$ cat config.mk
export PLATFORM = sky130hd
export DESIGN_NAME = m68k_dram_arbiter
export DESIGN_NICKNAME = d
export VERILOG_FILES = /design/src/rtl/m68k_dram_arbiter.sv
export SDC_FILE = /design/constraint.sdc
export NUM_CORES = 1
export LEC_CHECK = 0
export ABC_AREA = 1
export BUFFER_PORTS_ARGS = -buffer_cell sky130_fd_sc_hd__clkbuf_2
export CAP_MARGIN = 20
export CORE_MARGIN = 2
export CORE_UTILIZATION = 30
export DETAILED_ROUTE_END_ITERATION = 8
export SYNTH_ARGS = -nofsm -noshare
export SYNTH_HDL_FRONTEND = slang
export SYNTH_SLANG_ARGS = --single-unit
$ cat constraint.sdc
create_clock -name Clock -period 1.55 [get_ports Clock]
set_input_delay 0.0775 -clock Clock [delete_from_list [all_inputs] [get_ports Clock]]
set_output_delay 0.0775 -clock Clock [all_outputs]
set_load 0.05 [all_outputs]
$ cat src/rtl/m68k_dram_arbiter.sv
// m68k_dram_arbiter: shares one 68k-style DRAM controller port between the
// 68000 CPU and a DMA/video-fetch master.
//
// Arbitration: the CPU has priority. A DMA request wins against a pending
// CPU request only if it has already waited through at least one CPU cycle.
// The run counter counts completed DMA cycles since the last CPU cycle and
// saturates at MAX_DMA_RUN. Once it is saturated, a pending CPU request
// always wins.
//
// Every cycle ends with one RELEASE clock in which all controller strobes
// are high. This lets the controller return to idle before the next
// access starts.
//
// Optional build macro ARB_STATS_EN adds two 32-bit counters of completed
// CPU and DMA cycles (Cpu_Grant_Count, Dma_Grant_Count).
module m68k_dram_arbiter #(
  parameter int unsigned ADDR_W      = 32,
  parameter int unsigned MAX_DMA_RUN = 4
) (
  input  logic              Clock,
  input  logic              Reset_L,
  input  logic [ADDR_W-1:0] Cpu_Address,
  input  logic [15:0]       Cpu_DataIn,
  input  logic              Cpu_AS_L,
  input  logic              Cpu_DramSelect_L,
  input  logic              Cpu_UDS_L,
  input  logic              Cpu_LDS_L,
  input  logic              Cpu_WE_L,
  output logic              Cpu_Dtack_L,
  output logic [15:0]       Cpu_DataOut,
  input  logic              Dma_Req_H,
  input  logic              Dma_WE_L,
  input  logic [ADDR_W-1:0] Dma_Address,
  input  logic [15:0]       Dma_DataIn,
  output logic              Dma_Ack_H,
  output logic [15:0]       Dma_DataOut,
  output logic [ADDR_W-1:0] Ctl_Address,
  output logic [15:0]       Ctl_DataIn,
  output logic              Ctl_AS_L,
  output logic              Ctl_DramSelect_L,
  output logic              Ctl_UDS_L,
  output logic              Ctl_LDS_L,
  output logic              Ctl_WE_L,
  input  logic              Ctl_Dtack_L,
  input  logic [15:0]       Ctl_DataOut,
  input  logic              Ctl_ResetOut_L,
  output logic [1:0]        Grant
`ifdef ARB_STATS_EN
  ,
  output logic [31:0]       Cpu_Grant_Count,
  output logic [31:0]       Dma_Grant_Count
`endif
);

  localparam int unsigned RUN_W = (MAX_DMA_RUN < 1) ? 1 : $clog2(MAX_DMA_RUN + 1);
  localparam logic [RUN_W-1:0] RUN_MAX = RUN_W'(MAX_DMA_RUN);

  typedef enum logic [1:0] {
    IDLE    = 2'd0,
    CPU_CYC = 2'd1,
    DMA_CYC = 2'd2,
    RELEASE = 2'd3
  } state_t;

  state_t           state;
  logic [RUN_W-1:0] run_cnt;
  logic             dma_waited;  // DMA was pending during a CPU cycle
  logic             cpu_req;
  logic             dma_pick;

  assign cpu_req = ~Cpu_AS_L & ~Cpu_DramSelect_L;

  // Decide whether a DMA request takes the next slot over the CPU
  always_comb begin
    dma_pick = 1'b0;
    if (Dma_Req_H) begin
      if (!cpu_req)
        dma_pick = 1'b1;
      else if (dma_waited && (run_cnt != RUN_MAX))
        dma_pick = 1'b1;
    end
  end

  // Arbiter FSM with registered controller strobes, acks and grant
  always_ff @(posedge Clock or negedge Reset_L) begin
    if (!Reset_L) begin
      state       <= IDLE;
      Grant       <= 2'b00;
      run_cnt     <= '0;
      dma_waited  <= 1'b0;
      {Ctl_AS_L, Ctl_DramSelect_L, Ctl_UDS_L, Ctl_LDS_L, Ctl_WE_L} <= '1;
      Ctl_Address <= '0;
      Ctl_DataIn  <= '0;
      Cpu_Dtack_L <= 1'b1;
      Cpu_DataOut <= '0;
      Dma_Ack_H   <= 1'b0;
      Dma_DataOut <= '0;
`ifdef ARB_STATS_EN
      Cpu_Grant_Count <= '0;
      Dma_Grant_Count <= '0;
`endif
    end else begin
      Dma_Ack_H <= 1'b0;
      case (state)
        IDLE: begin
          // Strobes are already high here; they go low one clock after the grant
          if (Ctl_ResetOut_L) begin
            if (dma_pick) begin
              state      <= DMA_CYC;
              Grant      <= 2'b10;
              dma_waited <= 1'b0;
            end else if (cpu_req) begin
              state <= CPU_CYC;
              Grant <= 2'b01;
            end
          end
        end

        CPU_CYC: begin
          if (Dma_Req_H)
            dma_waited <= 1'b1;
          if (!Ctl_ResetOut_L) begin
            {Ctl_AS_L, Ctl_DramSelect_L, Ctl_UDS_L, Ctl_LDS_L, Ctl_WE_L} <= '1;
            Cpu_Dtack_L <= 1'b1;
            Grant       <= 2'b00;
            state       <= IDLE;
          end else if (!cpu_req) begin
            // The CPU ended the access, or aborted it before Dtack
            {Ctl_AS_L, Ctl_DramSelect_L, Ctl_UDS_L, Ctl_LDS_L, Ctl_WE_L} <= '1;
            Cpu_Dtack_L <= 1'b1;
            Grant       <= 2'b00;
            run_cnt     <= '0;
            state       <= RELEASE;
`ifdef ARB_STATS_EN
            if (!Cpu_Dtack_L)
              Cpu_Grant_Count <= Cpu_Grant_Count + 32'd1;
`endif
          end else begin
            Ctl_AS_L         <= Cpu_AS_L;
            Ctl_DramSelect_L <= Cpu_DramSelect_L;
            Ctl_UDS_L        <= Cpu_UDS_L;
            Ctl_LDS_L        <= Cpu_LDS_L;
            Ctl_WE_L         <= Cpu_WE_L;
            Ctl_Address      <= Cpu_Address;
            Ctl_DataIn       <= Cpu_DataIn;
            // Capture the read data once and hold it until the CPU drops AS
            if (!Ctl_AS_L && !Ctl_Dtack_L && Cpu_Dtack_L) begin
              Cpu_Dtack_L <= 1'b0;
              Cpu_DataOut <= Ctl_DataOut;
            end
          end
        end

        DMA_CYC: begin
          if (!Ctl_ResetOut_L) begin
            {Ctl_AS_L, Ctl_DramSelect_L, Ctl_UDS_L, Ctl_LDS_L, Ctl_WE_L} <= '1;
            Grant <= 2'b00;
            state <= IDLE;
          end else if (!Ctl_AS_L && !Ctl_Dtack_L) begin
            {Ctl_AS_L, Ctl_DramSelect_L, Ctl_UDS_L, Ctl_LDS_L, Ctl_WE_L} <= '1;
            Dma_DataOut <= Ctl_DataOut;
            Dma_Ack_H   <= 1'b1;
            Grant       <= 2'b00;
            state       <= RELEASE;
            if (run_cnt != RUN_MAX)
              run_cnt <= run_cnt + 1'b1;
`ifdef ARB_STATS_EN
            Dma_Grant_Count <= Dma_Grant_Count + 32'd1;
`endif
          end else begin
            Ctl_AS_L         <= 1'b0;
            Ctl_DramSelect_L <= 1'b0;
            Ctl_UDS_L        <= 1'b0;
            Ctl_LDS_L        <= 1'b0;
            Ctl_WE_L         <= Dma_WE_L;
            Ctl_Address      <= Dma_Address;
            Ctl_DataIn       <= Dma_DataIn;
          end
        end

        RELEASE: state <= IDLE;

        default: state <= IDLE;
      endcase
    end
  end

endmodule
Word-level counts from Yosys, hierarchy flattened

Index checks and enable logic that the tools add are counted.

Register bits after elaboration: 95
Input bits: 123
Output and inout port bits: 89
Word-level logic and storage cells: 114

Add/subtract/negate cells: 1
Equal/unequal tests: 18
Mux-type cells: 60
Bitwise logic cells: 3
Reductions and logical operators: 17

Operator list:

| kind                                                                     | number |
|---|---|
| 32-bit 2-to-1 mux                                                        | 4 |
| 16-bit 2-to-1 mux                                                        | 4 |
| 32-bit case mux with 2 select lines                                      | 1 |
| 16-bit case mux with 2 select lines                                      | 1 |
| 1-bit 2-to-1 mux                                                         | 25 |
| 2-bit 2-to-1 mux                                                         | 11 |
| 2-bit inequality test (second input constant)                            | 10 |
| 3-bit 2-to-1 mux                                                         | 5 |
| 3-bit inequality test (second input constant)                            | 4 |
| 1-bit case mux with 2 select lines                                       | 6 |
| 4-bit AND reduction                                                      | 3 |
| 5-bit AND reduction                                                      | 2 |
| 2-bit case mux with 4 select lines                                       | 1 |
| 2-bit case mux with 3 select lines                                       | 1 |
| 3-bit case mux with 2 select lines                                       | 1 |
| 6-bit AND reduction                                                      | 1 |
| 2-bit equality test (second input constant)                              | 2 |
| 2-bit nonzero test                                                       | 2 |
| 3-bit by 1-bit adder with 3-bit output (second input constant)           | 1 |
| 1-bit logical AND                                                        | 3 |
| 3-bit by 2-bit inequality test with 1-bit output (second input constant) | 1 |
| 3-bit AND reduction                                                      | 1 |
| 3-bit nonzero test                                                       | 1 |
| 2-bit by 1-bit equality test with 1-bit output (second input constant)   | 1 |
| 5 further kinds                                                          | 7 |

Depth between registers and ports, before layout

Depth after elaboration: 8
Depth in mapped cells: 11
Depth with buffers taken out: 10

Least setup slack after synthesis

No wires, ideal clock.

Path kind: reg-to-reg
Start point: register state[0]
End point: register Grant[1]
Setup time: 0.118 ns
Arrival: 1.436 ns
Required time: 1.432 ns
Setup slack: -0.004 ns
Stages on the path, launching flop included: 12
Buffers on the path: 1
Period minus slack after synthesis: 1.554 ns
Path through: dfrtp_1 inv_1 ha_1 buf_2 nand2_1 inv_1 nand2_1 nand2_1 nor2_2 nand2_1 nand2_1 nand2_1

Cells in the longest elaborated chain, start to end: 3
Elaborated cells between the ends (all ways): 10
Those cells by class: eq/ne (6); mux (1); reduce/logical (3)

RTL lines:

| what                                                          | line | text |
|---|---|---|
| start: declaration                                            | 65   | `state_t state;` |
| start signal: assignment                                      | 87   | `state <= IDLE;` |
| start signal: assignment                                      | 109  | `state <= DMA_CYC;` |
| start signal: assignment                                      | 113  | `state <= CPU_CYC;` |
| 2-bit equality test, or another cell as far along             | 104  | `case (state)` |
| 3-bit inequality test (no line), or another cell as far along | --   |  |
| 5-bit AND reduction (no line)                                 | --   |  |
| end signal: assignment                                        | 110  | `Grant <= 2'b10;` |
| end signal: assignment                                        | 114  | `Grant <= 2'b01;` |
| end signal: assignment                                        | 125  | `Grant <= 2'b00;` |
| end: declaration                                              | 47   | `output logic [1:0] Grant` |

Several ways; a longest one is shown, not always the timed one.
A chain may end at the register's enable or synchronous reset.

Worst setup path after layout

Start point: register state[0]
End point: register Ctl_Address[22]

Cells in the longest elaborated chain, start to end: 3
Elaborated cells between the ends (all ways): 9
Those cells by class: eq/ne (6); mux (1); reduce/logical (2)

RTL lines:

| what                                                                                         | line | text |
|---|---|---|
| 2-bit equality test / 2-bit by 1-bit equality test with 1-bit output (equally long branches) | 104  |  |
| 2-bit inequality test (no line) / 2-bit nonzero test (equally long branches)                 | --   |  |
| 5-bit AND reduction (no line)                                                                | --   |  |
| end signal: assignment                                                                       | 144  | `Ctl_Address <= Cpu_Address;` |
| end signal: assignment                                                                       | 176  | `Ctl_Address <= Dma_Address;` |
| end: declaration                                                                             | 37   | `output logic [ADDR_W-1:0] Ctl_Address,` |

Several ways; a longest one is shown, not always the timed one.

==> flow_summary.ini <==
[sta]
slew_headroom_pct = 73.6
layout_worst_path_cycle_share_pct = 100
tightestPinTransition_ns = 0.396
grt_setup_unrepaired = yes
skew_ns = 0.00729
hold_viol = 0
slew_violations = 0
min_period_ns = 1.55
fmax_ghz = 0.644
fin_ws_ns = -0.00266
setup_viol = 3

[placed_design]
port_buffers = 211
gp_congestion = 0.837
pre_cts_ws_ns = -0.0487
place_area_um2 = 5640
dp_hpwl_mm = 9.09

[logic_synthesis]
yosysTopAreaCellShare_pct = 52.1
ys_ff_latch = 94
ys.warnings.count = 0
netlist_top_cells_count = 174 x nand2_1, 89 x dfrtp_1, 59 x o21ai_1, 48 x mux2i_1, 19 x o21ai_0
synth_cell_types = 22
syn_avg_cell_area_um2 = 9.30
syn_nets = 589
ys_seq_area_share_pct = 55.1
synth_edf_count = 0
yosys.area.top_type = dfrtp_1
ys_top_cells_by_area = dfrtp_1 52%, nand2_1 15%, mux2i_1 11%
syn_area_um2 = 4280
synthArstFlopShare_pct = 100
syn_inst = 460
yosysMostFrequentCell = nand2_1
ys.flop_type = dfrtp_1

[drt]
drtIter0Drc = 196
wl_per_cell_um = 14.6
antenna_left = 0
vias_per_cell = 4.58
finalWirelength_mm = 13.0
firstDrtPassIters = 6
route.detailed.drc = 0
num_vias = 4106

[critical_path]
crit_path_start_kind = flip-flop
reg2reg_from = state[0]
path_cells = inv_2 > ha_4 > nand2_4 > nand2_4 > nand2_8 > buf_12 > clkbuf_16 > nand2_1 > o21ai_1
cp-end-kind = flip-flop
critPathMostFrequentCell = nand2_4
arrival_ns = 1.77
worst-path-max-fanout = 8
r2r_setup_slack_ns = -0.003
slowest_stage = dfrtp_1
ff2ff_path_depth = 9
crit_required_ns = 1.77
max_stage_delay_ns = 0.39
crit_type = flip-flop to flip-flop
reg2reg_to = Ctl_Address[22]

[status]
violations = setup timing
status = finished with violations

[worst_hold_path]
holdPathEnd = Ctl_Address[1]
min_from = Cpu_Address[1]
hold_depth = 3
holdCritPathClass = input pin to flip-flop

[power]
power-per-cell-area_nw_per_um2 = 2470
leakage_nw = 3.49
ir_worst_vdd_uv = 1250

[die]
die_w_um = 123
num_io_pins = 212
fp.coreArea_um2 = 13900
rows = 43
die_y_um = 123
design.die.area_um2 = 15200
start_util_pct = 30.8

[layout]
diodes = 0
finalInstanceArea_um2 = 6630
area_growth_pct = 54.9
layout.nets = 840
drive_gt1_share_pct = 44.4

[grt]
grt_use_total_pct = 16.2
grt_first_pass_wirelength_mm = 19.2
antenna_found_initial = 0
grt_max_degree = 38
gr-total-overflow = 0
first_global_vias = 4036

[cts]
clock-sinks = 94
worstSkewPairLatency_ns = 0.34
cts_tree = built
cts_buffers = 9
clock-root-buffer = clkbuf_16
htree_levels = 3
cts.reportedPaths.clkPinSlew_ns = 0.07
clock_path_buffers = 2

[job]
cap_viol_max_count = 0
[kinds of logic (layout without fill, tap and decap cells)]
logic type	after synthesis	count (layout)	synth area share (%)
simple gates	192	192	17.8
flops	94	94	55.1
compound gates	80	80	9.36
mux	48	48	11.2
buf+inv	39	295	4.56
fa+ha+maj	6	6	1.75
xor+xnor	1	1	0.205
[cell usage in the layout, fill, tap and decap left out, types with 2 or more instances in the layout]
master / n
dfstp_2: 5
dfrtp_1: 89
inv_2: 6
ha_4: 2
inv_6: 2
buf_6: 3
clkbuf_16: 11
dlygate4sd3_1: 20
nand2_1: 153
nand2_2: 8
buf_12: 7
buf_16: 3
nand2_4: 13
inv_1: 10
nand3_1: 6
o21ai_2: 13
o21ai_1: 45
buf_4: 17
nor2_4: 2
clkbuf_2: 210
bufinv_16: 2
clkinv_2: 2
nor2_1: 3
o21ai_0: 19
mux2i_1: 47
nor2_2: 3
ha_1: 3
[final cells by class]
cell class,instances,area (µm²)
Timing Repair Buffer,262,1690
Clock buffer,9,225
Fill cell,1334,7260
Sequential cell,94,2360
Tap cell,180,225
Clock inverter,7,96.3
Multi-Input combinational cell,327,1970
Inverter,17,66.3
[critical path: cells and delay by family (launching register included)]
| family | cells | cell delay [ns] |
|---|---|---|
| flip-flops | 1 | 0.39 |
| AND/OR/NAND/NOR | 4 | 0.31 |
| adder cells (fa/ha/maj) | 1 | 0.25 |
| buffers and inverters | 3 | 0.43 |
| AO/OA/AOI/OAI | 1 | 0.06 |
[metrics by stage]
step                      setup TNS (ns)  hold slack (ns)  utilization (%)  std cells  total power (W)
final                           -0.00478           0.0173             47.7        896           0.0163
after global routing               -1.06           0.0190             47.7        896           0.0174
after CTS                              0          0.00535             45.4        886           0.0157
after detailed placement          -0.967           0.0351             40.6        844           0.0128
after global placement                 0           0.0261             40.6        844           0.0126
after floorplan                        0           -0.218                -        460           0.0106
[report_power, final]
part / switching [W] / internal (W)
Combinational: 0.00679 / 0.00277
Clock: 0.000955 / 0.00142
Sequential: 0.000735 / 0.00367
[repair_timing]
item                       in CTS  in global routing
pin swaps                       2                  5
setup endpoints to repair      52                 55
hold buffers                   20                  0
hold endpoints to repair       60                  0
buffers inserted                4                  7
gates cloned                    2                  3
gates resized for setup        10                 60
[worst max-delay path by stage]
stage                                  to  depth (start not counted)     start
after floorplan            Ctl_Address[0]                          7  Ctl_AS_L
after global placement           Grant[1]                         10  state[0]
after detailed placement       run_cnt[1]                          6  state[0]
after CTS                 Ctl_Address[13]                          8  state[0]
after global routing       Ctl_Address[4]                          6  state[0]
final                     Ctl_Address[22]                          9  state[0]
[routing by layer]
layer / GRT usage, % / part of all wire [%]
met2: 28.5 / 49
met3: 3.78 / 7.8
met1: 19.4 / 42
met5: 0 / 0
met4: 5.11 / 0.95
[state kept, by name (all words and copies together) (netlist names)]
signal       flops
Ctl_AS_L         1
Grant            2
Cpu_Dtack_L      1
Ctl_DataIn      16
Ctl_UDS_L        1
Dma_Ack_H        1
Cpu_DataOut     16
Dma_DataOut     16
state            2
Ctl_WE_L         1
run_cnt          3
dma_waited       1
Ctl_LDS_L        1
Ctl_Address     32
Power figures use the tool's default switching activity.
